[src/rtl/nabp_filtered_ram_rotate_control_if.sv]
// Host / processing / swappable-buffer bundle for the filtered-RAM rotate controller.
// master = the rotate controller, slave = the surrounding host, processing and buffer logic.
interface nabp_filtered_ram_rotate_control_if #(
  parameter int unsigned NUM_BUFS = 3,
  parameter int unsigned ANGLE_W  = 9,
  parameter int unsigned S_W      = 9,
  parameter int unsigned DATA_W   = 16
);
  localparam int unsigned NCH = NUM_BUFS - 1;

  logic [ANGLE_W-1:0]         hs_angle;
  logic                       hs_has_next_angle;
  logic                       hs_next_angle_ack;
  logic                       hs_next_angle;
  logic [S_W-1:0]             hs_s_val;
  logic [NCH*S_W-1:0]         pr_s_val;
  logic                       pr_next_angle;
  logic                       pr_done;
  logic                       pr_next_angle_ack;
  logic [NCH*ANGLE_W-1:0]     pr_angle;
  logic [NCH-1:0]             pr_angle_valid;
  logic [NCH*DATA_W-1:0]      pr_val;
  logic [NUM_BUFS-1:0]        sw_fill_kick;
  logic [NUM_BUFS-1:0]        sw_fill_done;
  logic [NUM_BUFS*S_W-1:0]    sw_hs_s_val;
  logic [NUM_BUFS*S_W-1:0]    sw_pr_s_val;
  logic [NUM_BUFS*DATA_W-1:0] sw_pr_val;

  modport master (
    input  hs_angle, hs_has_next_angle, hs_next_angle_ack,
    input  pr_s_val, pr_next_angle, pr_done,
    input  sw_fill_done, sw_hs_s_val, sw_pr_val,
    output hs_next_angle, hs_s_val,
    output pr_next_angle_ack, pr_angle, pr_angle_valid, pr_val,
    output sw_fill_kick, sw_pr_s_val
  );

  modport slave (
    output hs_angle, hs_has_next_angle, hs_next_angle_ack,
    output pr_s_val, pr_next_angle, pr_done,
    output sw_fill_done, sw_hs_s_val, sw_pr_val,
    input  hs_next_angle, hs_s_val,
    input  pr_next_angle_ack, pr_angle, pr_angle_valid, pr_val,
    input  sw_fill_kick, sw_pr_s_val
  );
endinterface

[src/rtl/nabp_filtered_ram_rotate_control.sv]
// Rotates NUM_BUFS filtered-RAM buffers between one host-fill role and NUM_BUFS-1 processing channels.
// Optional macro NABP_ROTATE_STALL_COUNT_EN enables the saturating stall_cnt counter.
module nabp_filtered_ram_rotate_control #(
  parameter int unsigned NUM_BUFS = 3,
  parameter int unsigned ANGLE_W  = 9,
  parameter int unsigned S_W      = 9,
  parameter int unsigned DATA_W   = 16
) (
  input  logic        clk_out,
  input  logic        reset_n,
  nabp_filtered_ram_rotate_control_if.master bus,
  output logic [15:0] stall_cnt
);
  localparam int unsigned NCH   = NUM_BUFS - 1;
  localparam int unsigned SEL_W = $clog2(NUM_BUFS);
  localparam int unsigned CNT_W = $clog2(NUM_BUFS);

  typedef enum logic [2:0] {
    ST_READY, ST_FILL, ST_PRIME, ST_STEADY, ST_DRAIN, ST_WAIT_DONE
  } state_t;

  state_t                         r_state, w_state_nxt;
  logic [SEL_W-1:0]               r_rotate_sel;
  logic [CNT_W-1:0]               r_cnt, w_cnt_nxt;
  logic                           r_fill_kick;
  logic                           r_valid_d;
  logic [NCH-1:0]                 r_pr_angle_valid;
  logic [NCH-1:0][ANGLE_W-1:0]    r_pr_angle;
  logic                           w_rotate;
  logic                           w_hs_next;
  logic                           w_pr_ack;
  logic                           w_fill_done;
  logic [SEL_W-1:0]               w_fill_buf;
  logic [SEL_W-1:0]               w_chan_buf [NCH];

  // Buffer serving a role: (role - rotate_sel) mod NUM_BUFS without a divider.
  function automatic logic [SEL_W-1:0] role_to_buf(input int unsigned role,
                                                   input logic [SEL_W-1:0] sel);
    int unsigned b;
    if (role >= 32'(sel)) b = role - 32'(sel);
    else                  b = role + NUM_BUFS - 32'(sel);
    return SEL_W'(b);
  endfunction

  always_comb begin : role_map
    w_fill_buf = role_to_buf(0, r_rotate_sel);
    for (int unsigned c = 0; c < NCH; c++) w_chan_buf[c] = role_to_buf(c + 1, r_rotate_sel);
  end

  always_comb begin : data_mux
    bus.hs_s_val    = bus.sw_hs_s_val[32'(w_fill_buf)*S_W +: S_W];
    bus.pr_val      = '0;
    bus.sw_pr_s_val = '0;
    for (int unsigned c = 0; c < NCH; c++) begin
      bus.pr_val[c*DATA_W +: DATA_W] = bus.sw_pr_val[32'(w_chan_buf[c])*DATA_W +: DATA_W];
      bus.sw_pr_s_val[32'(w_chan_buf[c])*S_W +: S_W] = bus.pr_s_val[c*S_W +: S_W];
    end
  end

  // The kick cycle masks a stale done from the buffer that was just handed to the host.
  always_comb begin : fill_ctrl
    w_fill_done                  = bus.sw_fill_done[w_fill_buf] & ~r_fill_kick;
    bus.sw_fill_kick             = '0;
    bus.sw_fill_kick[w_fill_buf] = r_fill_kick;
  end

  always_comb begin : fsm_comb
    w_state_nxt = r_state;
    w_cnt_nxt   = r_cnt;
    w_rotate    = 1'b0;
    w_hs_next   = 1'b0;
    w_pr_ack    = 1'b0;
    case (r_state)
      ST_READY: begin
        w_hs_next = 1'b1;
        if (bus.hs_next_angle_ack) begin
          w_rotate    = 1'b1;
          w_state_nxt = ST_FILL;
        end
      end
      ST_FILL: begin
        if (w_fill_done) begin
          w_hs_next = 1'b1;
          if (bus.hs_next_angle_ack) begin
            w_rotate    = 1'b1;
            w_pr_ack    = 1'b1;
            w_state_nxt = ST_PRIME;
            w_cnt_nxt   = CNT_W'(1);
          end
        end
      end
      ST_PRIME, ST_STEADY: begin
        if (w_fill_done && bus.pr_next_angle) begin
          w_hs_next = bus.hs_has_next_angle;
          if (bus.hs_next_angle_ack || !bus.hs_has_next_angle) begin
            w_rotate = 1'b1;
            w_pr_ack = 1'b1;
            if (r_state == ST_PRIME) begin
              if (r_cnt == CNT_W'(NUM_BUFS - 2)) w_state_nxt = ST_STEADY;
              else                               w_cnt_nxt   = r_cnt + CNT_W'(1);
            end else if (!bus.hs_has_next_angle) begin
              w_state_nxt = ST_DRAIN;
              w_cnt_nxt   = CNT_W'(1);
            end
          end
        end
      end
      ST_DRAIN: begin
        if (bus.pr_next_angle) begin
          w_rotate = 1'b1;
          w_pr_ack = 1'b1;
          if (r_cnt == CNT_W'(NUM_BUFS - 2)) w_state_nxt = ST_WAIT_DONE;
          else                               w_cnt_nxt   = r_cnt + CNT_W'(1);
        end
      end
      ST_WAIT_DONE: begin
        if (bus.pr_done) w_state_nxt = ST_READY;
      end
      default: w_state_nxt = ST_READY;
    endcase
  end

  assign bus.hs_next_angle     = w_hs_next;
  assign bus.pr_next_angle_ack = w_pr_ack;

  always_ff @(posedge clk_out) begin : ctrl_regs
    if (!reset_n) begin
      r_state          <= ST_READY;
      r_rotate_sel     <= '0;
      r_cnt            <= '0;
      r_fill_kick      <= 1'b0;
      r_valid_d        <= 1'b0;
      r_pr_angle_valid <= '0;
    end else begin
      r_state     <= w_state_nxt;
      r_cnt       <= w_cnt_nxt;
      r_fill_kick <= w_rotate;
      if (w_rotate) begin
        r_rotate_sel     <= (r_rotate_sel == SEL_W'(NUM_BUFS - 1)) ? '0 : r_rotate_sel + SEL_W'(1);
        r_valid_d        <= bus.hs_has_next_angle;
        r_pr_angle_valid <= {r_pr_angle_valid[NCH-2:0], r_valid_d};
      end
    end
  end

  // Angle pipeline carries no reset; its valid bits qualify it.
  always_ff @(posedge clk_out) begin : angle_pipe
    if (w_rotate) r_pr_angle <= {r_pr_angle[NCH-2:0], bus.hs_angle};
  end

  assign bus.pr_angle       = r_pr_angle;
  assign bus.pr_angle_valid = r_pr_angle_valid;

`ifdef NABP_ROTATE_STALL_COUNT_EN
  logic [15:0] r_stall_cnt;

  // Cycles where processing waits on an unfinished fill.
  always_ff @(posedge clk_out) begin : stall_counter
    if (!reset_n) begin
      r_stall_cnt <= '0;
    end else if ((r_state == ST_PRIME || r_state == ST_STEADY) && bus.pr_next_angle &&
                 !w_fill_done && (r_stall_cnt != 16'hFFFF)) begin
      r_stall_cnt <= r_stall_cnt + 16'd1;
    end
  end

  assign stall_cnt = r_stall_cnt;
`else
  assign stall_cnt = 16'h0000;
`endif

endmodule

[src/flat_wrapper.sv]
// flat-port wrapper written by rule: the top's interface ports become plain ports
module nabp_filtered_ram_rotate_control_flat 
#(
  parameter int unsigned NUM_BUFS = 3,
  parameter int unsigned ANGLE_W  = 9,
  parameter int unsigned S_W      = 9,
  parameter int unsigned DATA_W   = 16
)
  (clk_out, reset_n, stall_cnt, bus_hs_angle, bus_hs_has_next_angle, bus_hs_next_angle_ack, bus_pr_s_val, bus_pr_next_angle, bus_pr_done, bus_sw_fill_done, bus_sw_hs_s_val, bus_sw_pr_val, bus_hs_next_angle, bus_hs_s_val, bus_pr_next_angle_ack, bus_pr_angle, bus_pr_angle_valid, bus_pr_val, bus_sw_fill_kick, bus_sw_pr_s_val);
  nabp_filtered_ram_rotate_control_if #(.NUM_BUFS(NUM_BUFS), .ANGLE_W(ANGLE_W), .S_W(S_W), .DATA_W(DATA_W)) bus_i ();
  input  logic clk_out;
  input  logic reset_n;
  output logic [15:0] stall_cnt;
  input wire logic [$bits(bus_i.hs_angle)-1:0] bus_hs_angle;
  input wire logic [$bits(bus_i.hs_has_next_angle)-1:0] bus_hs_has_next_angle;
  input wire logic [$bits(bus_i.hs_next_angle_ack)-1:0] bus_hs_next_angle_ack;
  input wire logic [$bits(bus_i.pr_s_val)-1:0] bus_pr_s_val;
  input wire logic [$bits(bus_i.pr_next_angle)-1:0] bus_pr_next_angle;
  input wire logic [$bits(bus_i.pr_done)-1:0] bus_pr_done;
  input wire logic [$bits(bus_i.sw_fill_done)-1:0] bus_sw_fill_done;
  input wire logic [$bits(bus_i.sw_hs_s_val)-1:0] bus_sw_hs_s_val;
  input wire logic [$bits(bus_i.sw_pr_val)-1:0] bus_sw_pr_val;
  output wire logic [$bits(bus_i.hs_next_angle)-1:0] bus_hs_next_angle;
  output wire logic [$bits(bus_i.hs_s_val)-1:0] bus_hs_s_val;
  output wire logic [$bits(bus_i.pr_next_angle_ack)-1:0] bus_pr_next_angle_ack;
  output wire logic [$bits(bus_i.pr_angle)-1:0] bus_pr_angle;
  output wire logic [$bits(bus_i.pr_angle_valid)-1:0] bus_pr_angle_valid;
  output wire logic [$bits(bus_i.pr_val)-1:0] bus_pr_val;
  output wire logic [$bits(bus_i.sw_fill_kick)-1:0] bus_sw_fill_kick;
  output wire logic [$bits(bus_i.sw_pr_s_val)-1:0] bus_sw_pr_s_val;
  assign bus_i.hs_angle = bus_hs_angle;
  assign bus_i.hs_has_next_angle = bus_hs_has_next_angle;
  assign bus_i.hs_next_angle_ack = bus_hs_next_angle_ack;
  assign bus_i.pr_s_val = bus_pr_s_val;
  assign bus_i.pr_next_angle = bus_pr_next_angle;
  assign bus_i.pr_done = bus_pr_done;
  assign bus_i.sw_fill_done = bus_sw_fill_done;
  assign bus_i.sw_hs_s_val = bus_sw_hs_s_val;
  assign bus_i.sw_pr_val = bus_sw_pr_val;
  assign bus_hs_next_angle = bus_i.hs_next_angle;
  assign bus_hs_s_val = bus_i.hs_s_val;
  assign bus_pr_next_angle_ack = bus_i.pr_next_angle_ack;
  assign bus_pr_angle = bus_i.pr_angle;
  assign bus_pr_angle_valid = bus_i.pr_angle_valid;
  assign bus_pr_val = bus_i.pr_val;
  assign bus_sw_fill_kick = bus_i.sw_fill_kick;
  assign bus_sw_pr_s_val = bus_i.sw_pr_s_val;
  nabp_filtered_ram_rotate_control #(.NUM_BUFS(NUM_BUFS), .ANGLE_W(ANGLE_W), .S_W(S_W), .DATA_W(DATA_W)) u_core (.clk_out(clk_out), .reset_n(reset_n), .bus(bus_i), .stall_cnt(stall_cnt));
endmodule
[config.mk]
export PLATFORM = sky130hd
export DESIGN_NAME = nabp_filtered_ram_rotate_control_flat
export DESIGN_NICKNAME = d
export VERILOG_FILES = /design/src/rtl/nabp_filtered_ram_rotate_control_if.sv /design/src/rtl/nabp_filtered_ram_rotate_control.sv /design/src/flat_wrapper.sv
export SDC_FILE = /design/constraint.sdc
export NUM_CORES = 1
export LEC_CHECK = 0
export ABC_AREA = 1
export CORE_ASPECT_RATIO = 1.2
export CORE_MARGIN = 2
export CORE_UTILIZATION = 36
export CTS_CLUSTER_DIAMETER = 80
export DETAILED_ROUTE_END_ITERATION = 10
export PLACE_DENSITY = 0.95
export SETUP_SLACK_MARGIN = 0.15
export SLEW_MARGIN = 0
export SYNTH_ARGS = -nofsm -noshare
export SYNTH_HDL_FRONTEND = slang
export SYNTH_SLANG_ARGS = --single-unit
[constraint.sdc]
create_clock -name clk_out -period 5.1 [get_ports clk_out]
set_clock_uncertainty 0.1 [all_clocks]
set_input_delay 1.02 -clock clk_out [delete_from_list [all_inputs] [get_ports clk_out]]
set_output_delay 1.02 -clock clk_out [all_outputs]
set_load 0.03 [all_outputs]
==> flow_summary.json <==
{
  "via_per_inst": 5.078,
  "crit_start": "u_core.r_rotate_sel[0]",
  "ant_nets": 0,
  "placementRows": 34,
  "final_layout_size_suffix_gt1_frac": 0.04746,
  "area_growth_pct": 77.79,
  "die_h_um": 99.25,
  "yosysWarnings": 0,
  "path_class": "flop to output port",
  "final_common_cell": "clkdlybuf4s50_1",
  "dp_hpwl_mm": 8.207,
  "design.core.area_um2": 7274,
  "worstPathArrival_ps": 3210,
  "slew_violations": 0,
  "routed_wl_mm": 10.58,
  "rsz0062_at_grt": "false",
  "grt_pass1_wl_mm": 16.61,
  "post_cts_buffers": 0,
  "r2r_slack_ps": 2500,
  "met2_usage": 0.4634,
  "netlist_instances": 419,
  "cts_resized": 0,
  "wl_per_cell_um": 15.09,
  "synth_top_area_frac": 0.1986,
  "cp_common_cell": "inv_1",
  "ctsHtreeMaxLevel": 2,
  "r2r-start": "u_core.r_rotate_sel[0]",
  "path_buf_inv": 3,
  "leakage_nw": 2.109,
  "slowest_delay_ps": 750,
  "cap_violations": 0,
  "grt-busiest-layer": "met2",
  "worst-path-max-fanout": 34,
  "antenna_found_initial": 0,
  "synth-seq-cells": 29,
  "hold_start": "u_core.bus.pr_angle[5]",
  "synth_xor_xnor_area_share": 0,
  "numClockSinks": 29,
  "cp_cell_sequence": "inv_1 > ha_1 > inv_1 > nand2_1 > o32ai_1 > clkdlybuf4s50_1",
  "path_clk_slew_ps": 70,
  "synthAdderAreaFrac": 0.02299,
  "yosys-top-cells-area": "edfxtp_1 20%, o21ai_0 15%, inv_1 11%, nand2_1 8.3%, dfxtp_1 8.1%",
  "initial_core_util": 0.3741,
  "nFillCells": 579,
  "clock_path_buffers": 2,
  "cts_buffers": 5,
  "cp.required_ps": 3980,
  "worstMarginPinSlew_ps": 1132,
  "period_needed_ps": 4332,
  "syn_area_per_cell_um2": 6.495,
  "die_w_um": 83.37,
  "gp_congestion": 0.9244,
  "start_kind": "flop",
  "max_clock_freq_mhz": 230.8,
  "nets": 726,
  "netlist_area_um2": 2721,
  "yosysSeqAreaShare": 0.2795,
  "fin_crit_sh": 0.8494,
  "fin_hold_ws_ps": 341.1,
  "slew-limit-headroom": 0.2434,
  "cts_hold_buf": 0,
  "dieArea_um2": 8274,
  "muxShareOfSynthArea": 0,
  "fin_setup_tns_ps": 0,
  "drtIter0Drc": 160,
  "drtPass1Iterations": 4,
  "synth_cell_types": 31,
  "status": "completed",
  "cts_root_buf": "clkbuf_8",
  "worstSetupEndpointType": "output port",
  "layout.cells.non_filler": 701,
  "boundaryPins": 220,
  "drc": 0,
  "cp_slowest_cell": "clkdlybuf4s50_1",
  "grt_max_degree": 49,
  "synth-compound-area-share": 0.3011,
  "grt_use_total": 0.2436,
  "finalSetupViolCount": 0,
  "synth_top_family_by_area": "compound AO/OA/AOI/OAI gates",
  "utilization": 0.6651,
  "grt-ovfl-total": 0,
  "peakVddDrop_mv": 0.4908,
  "num_vias": 3560,
  "hold_class": "flop to flop",
  "portBuffers": 203,
  "final_hold_viol_count": 0,
  "antenna-diode-count": 0,
  "grt_use_met3": 0.03817,
  "pwr_density_cell_nw_per_um2": 719.5,
  "dpl.cell_count": 693,
  "cts_tree": "yes",
  "synth-simple-area-share": 0.1986,
  "grt_use_met1": 0.2758,
  "cpLargestDelayFamily": "buffers and inverters",
  "grt_pass1_vias": 3467,
  "clkLatencyLatePin_ps": 280,
  "yosysTopAreaCell": "edfxtp_1",
  "mostFrequentLayoutCells": "203 x clkdlybuf4s50_1, 82 x o21ai_0, 78 x inv_1, 60 x nand2_1, 34 x a21oi_1"
}
-- synthesized netlist by cell type (all sizes together) --
| library cell | number |
|---|---|
| ha | 5 |
| nand4 | 7 |
| o211ai | 1 |
| clkbuf | 16 |
| o22ai | 11 |
| clkinv | 1 |
| o32ai | 17 |
| dfxtp | 11 |
| nand2 | 65 |
| buf | 22 |
| nand3 | 14 |
| o21ai | 83 |
| nor2 | 28 |
| a21oi | 35 |
| or2 | 2 |
| conb | 1 |
| edfxtp | 18 |
| inv | 82 |
-- final timing paths --
path,end,cells after the start
setup reg to reg,u_core.bus.pr_angle[11],12
hold reg to reg,u_core.bus.pr_angle[14],0
setup / recovery,bus_sw_pr_s_val[24],6
hold / removal,u_core.bus.pr_angle[14],0
-- state kept, by name, indices dropped and copies added (netlist names) --
signal	count
u_core.bus.pr_angle	18
u_core.r_state	3
u_core.bus.pr_angle_valid	2
u_core.r_cnt	2
u_core.r_rotate_sel	2
u_core.r_fill_kick	1
u_core.r_valid_d	1
-- kinds of logic (layout without fill, tap and decap cells) --
family	after synthesis	count (layout)
AOI/OAI and AO/OA	147	147
adders and majority gates	5	5
buffers and inverters	121	298
DFF	29	29
other	1	16
and+or+nand+nor	116	116
-- metal layers --
layer  vias up  share of wire
li1       1750              -
met1      1608           0.37
met2       180           0.53
met3        22          0.075
met4         0          0.023
met5         -              0
-- report_power, final --
| part | internal, W | leakage [nW] | total, W | switching (W) |
|---|---|---|---|---|
| clock network | 0.000144 | 0.0528 | 0.000229 | 0.0000849 |
| registers | 0.000350 | 0.262 | 0.000393 | 0.0000433 |
| logic | 0.00106 | 1.79 | 0.00286 | 0.00180 |
| total | 0.00156 | 2.11 | 0.00348 | 0.00192 |
-- metrics by stage --
stage,cell area (um^2),setup WS (ps),power (W)
after floorplan,2778,2007,0.002155
after global placement,4732,1035,0.003176
after detailed placement,4732,995.6,0.003244
after CTS,4838,805.4,0.003482
after global routing,4838,656.7,0.003676
final,4838,767.9,0.003481
-- worst reg2reg max path: stages (launching register included) --
cell	delay (ps)
dfxtp_1	330
inv_1	130
ha_1	170
buf_4	300
inv_1	70
buf_4	210
nand2_1	100
nand3_1	80
nand2_2	110
nand2_2	90
nor2_2	150
nand3_4	140
nand3_4	270
-- area by class of cell --
type / count / area, um^2 / share of cell area
Multi-Input combinational cell: 284 / 1483 / 0.3064
Clock inverter: 2 / 33.78 / 0.006982
Timing Repair Buffer: 207 / 2062 / 0.4262
Clock buffer: 6 / 72.57 / 0.01500
Tap cell: 90 / 112.6 / 0.02327
Inverter: 83 / 314.1 / 0.06491
Sequential cell: 29 / 760.7 / 0.1572
Power figures use the tool's default switching activity.
